==> config.mk <==
export PLATFORM = sky130hd
export DESIGN_NAME = textbuf_apb_writer
export DESIGN_NICKNAME = d
export VERILOG_FILES = /design/src/rtl/textbuf_apb_writer.sv
export SDC_FILE = /design/constraint.sdc
export NUM_CORES = 1
export LEC_CHECK = 0
export ABC_AREA = 1
export BUFFER_PORTS_ARGS = -buffer_cell sky130_fd_sc_hd__buf_4
export CORE_MARGIN = 8
export CORE_UTILIZATION = 55
export CTS_CLUSTER_DIAMETER = 80
export DETAILED_ROUTE_END_ITERATION = 10
export PLACE_DENSITY = 0.88
export SYNTH_ARGS = -nofsm -noshare
export SYNTH_HDL_FRONTEND = slang
export SYNTH_SLANG_ARGS = --single-unit
==> constraint.sdc <==
create_clock -name clk -period 3.34 [get_ports clk]
set_input_delay 0.668 -clock clk [delete_from_list [all_inputs] [get_ports clk]]
set_output_delay 0.668 -clock clk [all_outputs]
set_load 0.02 [all_outputs]
==> src/rtl/textbuf_apb_writer.sv <==
// APB3 slave giving the CPU cursor-based access to the VGA text character
// buffer: register file, one-wait-state cell reads and a hardware clear sweep.
module textbuf_apb_writer #(
  parameter  int unsigned CHARACTER_SET_COUNT = 20,
  parameter  int unsigned COLS                = 80,
  parameter  int unsigned ROWS                = 60,
  localparam int unsigned CHAR_W              = $clog2(CHARACTER_SET_COUNT),
  localparam int unsigned CELLS               = COLS * ROWS,
  localparam int unsigned ADDR_W              = $clog2(CELLS)
) (
  input  logic              clk,
  input  logic              rst_n,
  input  logic              psel,
  input  logic              penable,
  input  logic              pwrite,
  input  logic [4:0]        paddr,
  input  logic [31:0]       pwdata,
  output logic [31:0]       prdata,
  output logic              pready,
  output logic              pslverr,
  output logic              buf_en,
  output logic              buf_we,
  output logic [ADDR_W-1:0] buf_addr,
  output logic [CHAR_W-1:0] buf_wdata,
  input  logic [CHAR_W-1:0] buf_rdata
);

  typedef enum logic [1:0] {
    S_IDLE,
    S_RD_WAIT,
    S_CLEAR
  } state_t;

  localparam logic [2:0] REG_CTRL   = 3'd0;
  localparam logic [2:0] REG_CURSOR = 3'd1;
  localparam logic [2:0] REG_DATA   = 3'd2;
  localparam logic [2:0] REG_STATUS = 3'd3;
  localparam logic [2:0] REG_FILL   = 3'd4;

  localparam logic [ADDR_W-1:0] LAST_CELL = ADDR_W'(CELLS - 1);

  state_t            state_q, state_d;
  logic [ADDR_W-1:0] cursor_q, cursor_d;
  logic [ADDR_W-1:0] count_q, count_d;
  logic [CHAR_W-1:0] fill_q, fill_d;
  logic              autoinc_q, autoinc_d;

  logic              access;
  logic [2:0]        reg_idx;
  logic              busy;
  logic              cursor_ok;
  logic [ADDR_W-1:0] cursor_next;
  logic              unused_paddr;

  assign access       = psel & penable;
  assign reg_idx      = paddr[4:2];
  assign busy         = (state_q == S_CLEAR);
  assign cursor_ok    = (pwdata < 32'(CELLS));
  assign cursor_next  = (cursor_q == LAST_CELL) ? '0 : cursor_q + 1'b1;
  assign unused_paddr = ^paddr[1:0];

  // APB response and buffer port are decoded combinationally from state and
  // bus so register and DATA-write accesses complete with zero wait states.
  always_comb begin
    state_d   = state_q;
    cursor_d  = cursor_q;
    count_d   = count_q;
    fill_d    = fill_q;
    autoinc_d = autoinc_q;
    prdata    = '0;
    pready    = 1'b0;
    pslverr   = 1'b0;
    buf_en    = 1'b0;
    buf_we    = 1'b0;
    buf_addr  = '0;
    buf_wdata = '0;

    // Non-DATA registers answer immediately, even while a clear is running.
    if (access && (reg_idx != REG_DATA) && (state_q != S_RD_WAIT)) begin
      pready = 1'b1;
      case (reg_idx)
        REG_CTRL: begin
          if (pwrite) begin
            autoinc_d = pwdata[1];
            if (pwdata[0] && !busy) begin
              state_d = S_CLEAR;
              count_d = '0;
            end
          end else begin
            prdata = {30'b0, autoinc_q, 1'b0};
          end
        end
        REG_CURSOR: begin
          if (pwrite) begin
            if (cursor_ok) cursor_d = pwdata[ADDR_W-1:0];
            else           pslverr  = 1'b1;
          end else begin
            prdata = 32'(cursor_q);
          end
        end
        REG_STATUS: begin
          if (!pwrite) prdata = {31'b0, busy};
        end
        REG_FILL: begin
          if (pwrite) fill_d = pwdata[CHAR_W-1:0];
          else        prdata = 32'(fill_q);
        end
        default: pslverr = 1'b1;
      endcase
    end

    case (state_q)
      S_IDLE: begin
        if (access && (reg_idx == REG_DATA)) begin
          buf_en   = 1'b1;
          buf_addr = cursor_q;
          if (pwrite) begin
            buf_we    = 1'b1;
            buf_wdata = pwdata[CHAR_W-1:0];
            pready    = 1'b1;
            if (autoinc_q) cursor_d = cursor_next;
          end else begin
            state_d = S_RD_WAIT;
          end
        end
      end
      S_RD_WAIT: begin
        state_d = S_IDLE;
        if (access) begin
          pready = 1'b1;
          prdata = 32'(buf_rdata);
          if (autoinc_q) cursor_d = cursor_next;
        end
      end
      S_CLEAR: begin
        buf_en    = 1'b1;
        buf_we    = 1'b1;
        buf_addr  = count_q;
        buf_wdata = fill_q;
        count_d   = count_q + 1'b1;
        if (count_q == LAST_CELL) begin
          state_d = S_IDLE;
          count_d = '0;
        end
      end
      default: state_d = S_IDLE;
    endcase
  end

  always_ff @(posedge clk or negedge rst_n) begin
    if (!rst_n) begin
      state_q   <= S_IDLE;
      cursor_q  <= '0;
      count_q   <= '0;
      fill_q    <= '0;
      autoinc_q <= 1'b1;
    end else begin
      state_q   <= state_d;
      cursor_q  <= cursor_d;
      count_q   <= count_d;
      fill_q    <= fill_d;
      autoinc_q <= autoinc_d;
    end
  end

endmodule

==> results of run 1 <==
==> metal layers <==
| layer | track usage, % | up-vias | wire [um] |
|---|---|---|---|
| met5 | 0 | - | 0 |
| met4 | 5.31 | 0 | 101 |
| met3 | 5.35 | 11 | 617 |
| met2 | 37.9 | 137 | 4100 |
| met1 | 25.3 | 1453 | 3430 |
| li1 | - | 1554 | - |
==> layout make-up <==
type	instances	area share, %
Clock inverter	2	0.358
Sequential cell	34	24.4
Clock buffer	6	2.36
Timing Repair Buffer	82	17.6
Multi-Input combinational cell	327	46.7
Inverter	57	6.12
Tap cell	70	2.50
==> through the flow <==
step,instance area [um^2],utilization [%],total power [uW],hold WS [ns],instances
after floorplan,2900,-,1200,0.372,449
after global placement,3400,67.5,1400,0.469,570
after detailed placement,3400,67.5,1420,0.480,570
after CTS,3500,69.4,1750,0.332,578
after global routing,3500,69.4,1890,0.351,578
final,3500,69.4,1760,0.317,578
==> cells in the final DEF, fill, tap and decap left out, types with 12 or more instances in the layout <==
master                    Yosys  layout
sky130_fd_sc_hd__buf_4       20      82
sky130_fd_sc_hd__nand2_1    104     104
sky130_fd_sc_hd__nand3_1     58      58
sky130_fd_sc_hd__conb_1       1      19
sky130_fd_sc_hd__dfrtp_1     33      33
sky130_fd_sc_hd__nor3_1      12      12
sky130_fd_sc_hd__nor2_1      32      32
sky130_fd_sc_hd__o22ai_1     21      21
sky130_fd_sc_hd__inv_1       54      54
sky130_fd_sc_hd__o21ai_0     21      21
sky130_fd_sc_hd__nand4_1     22      22
==> sequential cells by signal (all words and copies together), names as in the netlist <==
register,cells
cursor_q,13
fill_q,5
count_q,13
state_q,2
autoinc_q,1
==> power groups by stage <==
stage / Clock (uW) / Combinational (uW) / Sequential, uW
3_3_place_gp: 0 / 718 / 678
5_1_grt: 349 / 844 / 701
2_1_floorplan: 0 / 546 / 653
3_5_place_dp: 0 / 738 / 686
6_report: 329 / 751 / 682
4_1_cts: 330 / 743 / 679
==> worst paths after layout <==
path                       startpoint           end  slack (ns)  cells past startpoint
max                        state_q[1]  buf_addr[12]        0.36                      6
min                             rst_n    count_q[2]        0.32                      1
max reg2reg                state_q[0]   cursor_q[2]        1.15                     10
min reg2reg                 fill_q[4]     fill_q[4]        0.49                      2
max in group asynchronous       rst_n     autoinc_q        2.66                      1
min in group clk            fill_q[4]     fill_q[4]        0.49                      2
==> cell families after synthesis <==
logic type               synth area share [%]
AO/OA/AOI/OAI                            10.5
XOR/XNOR                                 2.16
adder cells (fa/ha/maj)                 0.882
buffers and inverters                    14.8
flip-flops                               30.0
other                                   0.132
AND/OR/NAND/NOR                          41.5
==> critical path: stages, from the launching register on <==
cell	delay (ns)
sky130_fd_sc_hd__dfrtp_1	0.40
sky130_fd_sc_hd__inv_1	0.16
sky130_fd_sc_hd__nor2_2	0.27
sky130_fd_sc_hd__clkinv_1	0.45
sky130_fd_sc_hd__buf_4	0.35
sky130_fd_sc_hd__o22ai_1	0.21
sky130_fd_sc_hd__buf_4	0.19
==> flow_summary.ini, run 1 <==
[outcome]
run_status = finished clean

[logic_synthesis]
synthTopCellsByArea = sky130_fd_sc_hd__dfrtp_1 29%, sky130_fd_sc_hd__nand2_1 14%, sky130_fd_sc_hd__nand3_1 10%, sky130_fd_sc_hd__inv_1 7.1%, sky130_fd_sc_hd__buf_4 5.3%
synthesis.area_um2 = 2840
number_of_storage_elements_in_the_synthesis_netlist = 34
synth_top_cell_by_area = sky130_fd_sc_hd__dfrtp_1
yosys_warnings = 0
yosysUniqueCellTypes = 36
synthDominantCellAreaShare_pct = 29.1
dominantRegCellSynth = sky130_fd_sc_hd__dfrtp_1
syn_inst = 431
register_area_share_after_synthesis_pct = 30.0
synth-async-reset-ratio_pct = 100
synthMostInstantiatedCell = sky130_fd_sc_hd__nand2_1
synth-edff-count = 0
synth.avg_cell_area_um2 = 6.58
synth_commonest_cells = 104 x sky130_fd_sc_hd__nand2_1, 58 x sky130_fd_sc_hd__nand3_1, 54 x sky130_fd_sc_hd__inv_1

[setup_path]
cp-end-kind = output pin
cp-start-kind = flop
critical_path_maximum_fanout = 14
setup.worst_path.class = flop to output pin
arrival_ns = 2.31
critical_path_required_ns = 2.67

[routing]
num_vias = 3155
ant_nets = 0
routed_wire_length_per_instance_um = 14.3
finalWirelength_mm = 8.25
drtPass1Iterations = 5
drt-initial-drc-count = 177
vias_per_cell = 5.46
drcViolationCount = 0

[global_route]
grt_antenna_before_repair = 0
grt_max_degree = 35
grt_usage_pct = 21.5
grt_first_pass_wirelength_mm = 13.3
globalRouteOverflowTotal = 0
grt_pass1_vias = 2935

[sta]
final_hold_viol_count = 0
finalCritPeriodShare_pct = 89.2
period_needed_ns = 2.98
fin_tns_setup_ns = 0
setup_violations = 0
finalWorstSetupSlack_ns = 0.360
fmax_mhz = 336
timing.final.max_slew_violations = 0
grt_setup_unrepaired = no
worst_slew_pin_slew_ns = 0.505
fin_skew_ns = 0.0116
slew_headroom_pct = 66.2

[placed_design]
dp_hpwl_mm = 6.42
io_buffer_count = 79
globalplace.congestion = 0.894
place_worst_setup_slack_ns = 0.616

[clock_tree]
clock_root_cell = sky130_fd_sc_hd__clkbuf_8
clkSinkCount = 34
cts_hold_buffers = 0
worst_skew_pair.late_latency_ns = 0.30
ctsHtreeMaxLevel = 2
postCtsSetupBuffers = 0
cts.path.max_buffers = 2
tritoncts = done
number_of_buffers_inserted_during_clock_tree_synthesis = 5
clk_pin_slew_ns = 0.07
number_of_instances_resized_during_post_cts_repair = 0

[floorplan]
initial_utilization_pct = 56.3
die_h_um = 87.8
core_um2 = 5040
die_x_um = 87.8
die_area_um2 = 7710
floorplan.io_pins = 101
row_count = 26

[layout]
nNetsFinal = 556
area_added_between_synthesis_and_finish_pct = 23.3
layout-drive-gt1-share_pct = 22.0
insertedDiodeCount = 0
register_area_um2 = 852
filler_cell_count = 446
multiInputGateArea_um2 = 1630

[power]
power.switching_uw = 780
intPower_uw = 982
vdd.ir_drop.worst_v = 0.000253
power_leakage_uw = 0.00181
cellPowerDensity_nw_per_um2 = 504
clkPwrFrac_pct = 18.7
comb_power_share_pct = 42.6
power.share.sequential_pct = 38.7
sw_frac_of_total_pct = 44.3

[job]
max_cap_violations = 0

[worst_hold_path]
worst_hold_path_type = primary input to asynchronous set/reset pin
Note: power is estimated with default switching activity, not from simulation.
==> run 2, diff against run 1 <==
--- a/config.mk
+++ b/config.mk
@@ -7,11 +7,14 @@
 export LEC_CHECK = 0
 export ABC_AREA = 1
 export BUFFER_PORTS_ARGS = -buffer_cell sky130_fd_sc_hd__buf_4
+export CELL_PAD_IN_SITES_DETAIL_PLACEMENT = 1
+export CELL_PAD_IN_SITES_GLOBAL_PLACEMENT = 2
+export CORE_ASPECT_RATIO = 0.75
 export CORE_MARGIN = 8
-export CORE_UTILIZATION = 55
+export CORE_UTILIZATION = 28
 export CTS_CLUSTER_DIAMETER = 80
 export DETAILED_ROUTE_END_ITERATION = 10
-export PLACE_DENSITY = 0.88
+export PLACE_DENSITY = 0.87
 export SYNTH_ARGS = -nofsm -noshare
 export SYNTH_HDL_FRONTEND = slang
 export SYNTH_SLANG_ARGS = --single-unit
==> run 2 against run 1 <==
Compared with the run above: clock power is 40% higher; core utilization decreased by 32 points; first-iteration DRC count increased by 5.6%; total power increased by 9.8%; sequential power grew 1%; critical path type unchanged; largest cell class unchanged; largest power group unchanged.
==> flow_summary.ini, run 2 (synthesis results as in run 1) <==
[clock_tree]
worst_skew_pair.late_latency_ns = 0.29
cts.path.max_buffers = 2
tritoncts = done
clk_pin_slew_ns = 0.05
postCtsSetupBuffers = 0
number_of_buffers_inserted_during_clock_tree_synthesis = 5
number_of_instances_resized_during_post_cts_repair = 0
clock_root_cell = sky130_fd_sc_hd__clkbuf_16
clkSinkCount = 34
cts_hold_buffers = 0
ctsHtreeMaxLevel = 2

[sta]
final_hold_viol_count = 0
fin_skew_ns = 0.00583
fmax_mhz = 358
slew_headroom_pct = 61.9
period_needed_ns = 2.79
fin_tns_setup_ns = 0
finalCritPeriodShare_pct = 83.6
setup_violations = 0
timing.final.max_slew_violations = 0
grt_setup_unrepaired = no
worst_slew_pin_slew_ns = 0.570

[floorplan]
row_count = 31
floorplan.io_pins = 101
initial_utilization_pct = 29.0
core_um2 = 9770
die_h_um = 103
die_area_um2 = 13600
die_x_um = 132

[layout]
final_instance_area_um2 = 3630
insertedDiodeCount = 0
post_layout_nonfiller_instances = 641
area_added_between_synthesis_and_finish_pct = 27.8
nNetsFinal = 557
most-common-layout-cells = 104 x sky130_fd_sc_hd__nand2_1, 83 x sky130_fd_sc_hd__buf_4, 58 x sky130_fd_sc_hd__nand3_1
commonest_non_fill_non_tap_cell_in_the_layout = sky130_fd_sc_hd__nand2_1
biggestRegsByFlops = count_q: 13 flops, cursor_q: 13 flops, fill_q: 5 flops
register_area_um2 = 852
filler_cell_count = 1306
multiInputGateArea_um2 = 1630
layout-drive-gt1-share_pct = 22.0

[placed_design]
dp_cells = 633
dp_area_um2 = 3490
dp_hpwl_mm = 8.54
globalplace.congestion = 0.834
io_buffer_count = 79

[power]
sw_frac_of_total_pct = 43.6
power.switching_uw = 843
clkPwrFrac_pct = 23.8
power_leakage_uw = 0.00184
total_power_uw = 1940
power.share.sequential_pct = 35.7
comb_power_share_pct = 40.5
cellPowerDensity_nw_per_um2 = 534
vdd.ir_drop.worst_v = 0.000212
intPower_uw = 1090

[setup_path]
critical_path_maximum_fanout = 13
reg2reg_setup_slack_ns = 1.25
critical_path_required_ns = 2.67
crit_path_top_cell_by_count = sky130_fd_sc_hd__buf_4
arrival_ns = 2.12
critical_path.reg2reg.endpoint = cursor_q[2]
setup.worst_path.class = flop to output pin
critical_path.cell_chain = inv_1 > nor2_2 > clkinv_1 > buf_4 > o22ai_1 > buf_4
cp-end-kind = output pin
worst_path_largest_cell_delay_ns = 0.38
r2r_start = state_q[0]
timing.critical_path.slowest_stage_cell = sky130_fd_sc_hd__dfrtp_1
cp-start-kind = flop
r2r_cells = 11

[global_route]
globalRouteMet3Util_pct = 2.87
grt_first_pass_wirelength_mm = 17.1
gr-usage-met2_pct = 26.2
grt_pass1_vias = 3251
grt_util_met1_pct = 20.9
gr-max-usage-layer = met2
grt_usage_pct = 15.7
grt_max_degree = 35
grt_antenna_before_repair = 0
globalRouteOverflowTotal = 0

[worst_hold_path]
worst_hold_path_type = primary input to asynchronous set/reset pin

[routing]
num_vias = 3094
vias_per_cell = 4.83
ant_nets = 0
drt-initial-drc-count = 187
routed_wire_length_per_instance_um = 16.6
drtPass1Iterations = 4
finalWirelength_mm = 10.6
drcViolationCount = 0

[job]
max_cap_violations = 0

[outcome]
run_status = finished clean
==> run 2: cell types whose count changed in the layout (fill, tap and decap cells not counted) <==
cell,change
sky130_fd_sc_hd__clkinvlp_4,-1
sky130_fd_sc_hd__buf_4,+1
sky130_fd_sc_hd__clkbuf_1,+1
sky130_fd_sc_hd__clkbuf_8,-6
sky130_fd_sc_hd__clkbuf_16,+5
sky130_fd_sc_hd__clkinv_2,+1
==> run 2: power by group through the flow <==
stage                     Combinational [uW]  Clock (uW)  Sequential, uW
after floorplan                          546           0             653
after global placement                   758           0             685
final                                    784         461             691
after global routing                     885         486             714
after CTS                                789         471             690
after detailed placement                 785           0             693
==> run 2: layout make-up <==
cell class / count / share of cell area [%]
multi-input cells: 327 / 45.0
repair buffers: 83 / 17.2
flip-flops and latches: 34 / 23.5
clock buffers: 6 / 3.55
clock inverters: 2 / 0.276
inverters: 57 / 5.90
well taps: 132 / 4.55
==> run 2: through the flow <==
step | util [%] | setup WS [ns] | hold WS [ns]
floorplan | - | 0.982 | 0.372
detailed placement | 35.7 | 0.664 | 0.475
global placement | 35.7 | 0.685 | 0.468
finish | 37.1 | 0.549 | 0.343
CTS | 37.1 | 0.565 | 0.360
global route | 37.1 | 0.387 | 0.385
==> run 2: critical path: cells and delay by family (launching register included) <==
family                 cells  cell delay [ns]
and+or+nand+nor            1             0.24
AOI/OAI and AO/OA          1             0.19
DFF                        1             0.38
buffers and inverters      4             1.02
==> run 2: worst max path at each step <==
| stage | slack, ns | from | cells past startpoint | to |
|---|---|---|---|---|
| floorplan | 0.98 | psel | 7 | prdata[0] |
| global placement | 0.69 | paddr[2] | 7 | buf_addr[2] |
| global route | 0.39 | state_q[1] | 7 | prdata[0] |
| CTS | 0.57 | state_q[1] | 6 | buf_addr[8] |
| detailed placement | 0.66 | paddr[2] | 7 | buf_addr[2] |
| finish | 0.55 | state_q[1] | 6 | buf_addr[8] |
==> run 2: routing by layer <==
layer | wire length [um] | vias to the layer above
li1 | - | 1556
met1 | 5060 | 1477
met2 | 5060 | 51
met3 | 379 | 10
met4 | 108 | 0
met5 | 0 | -
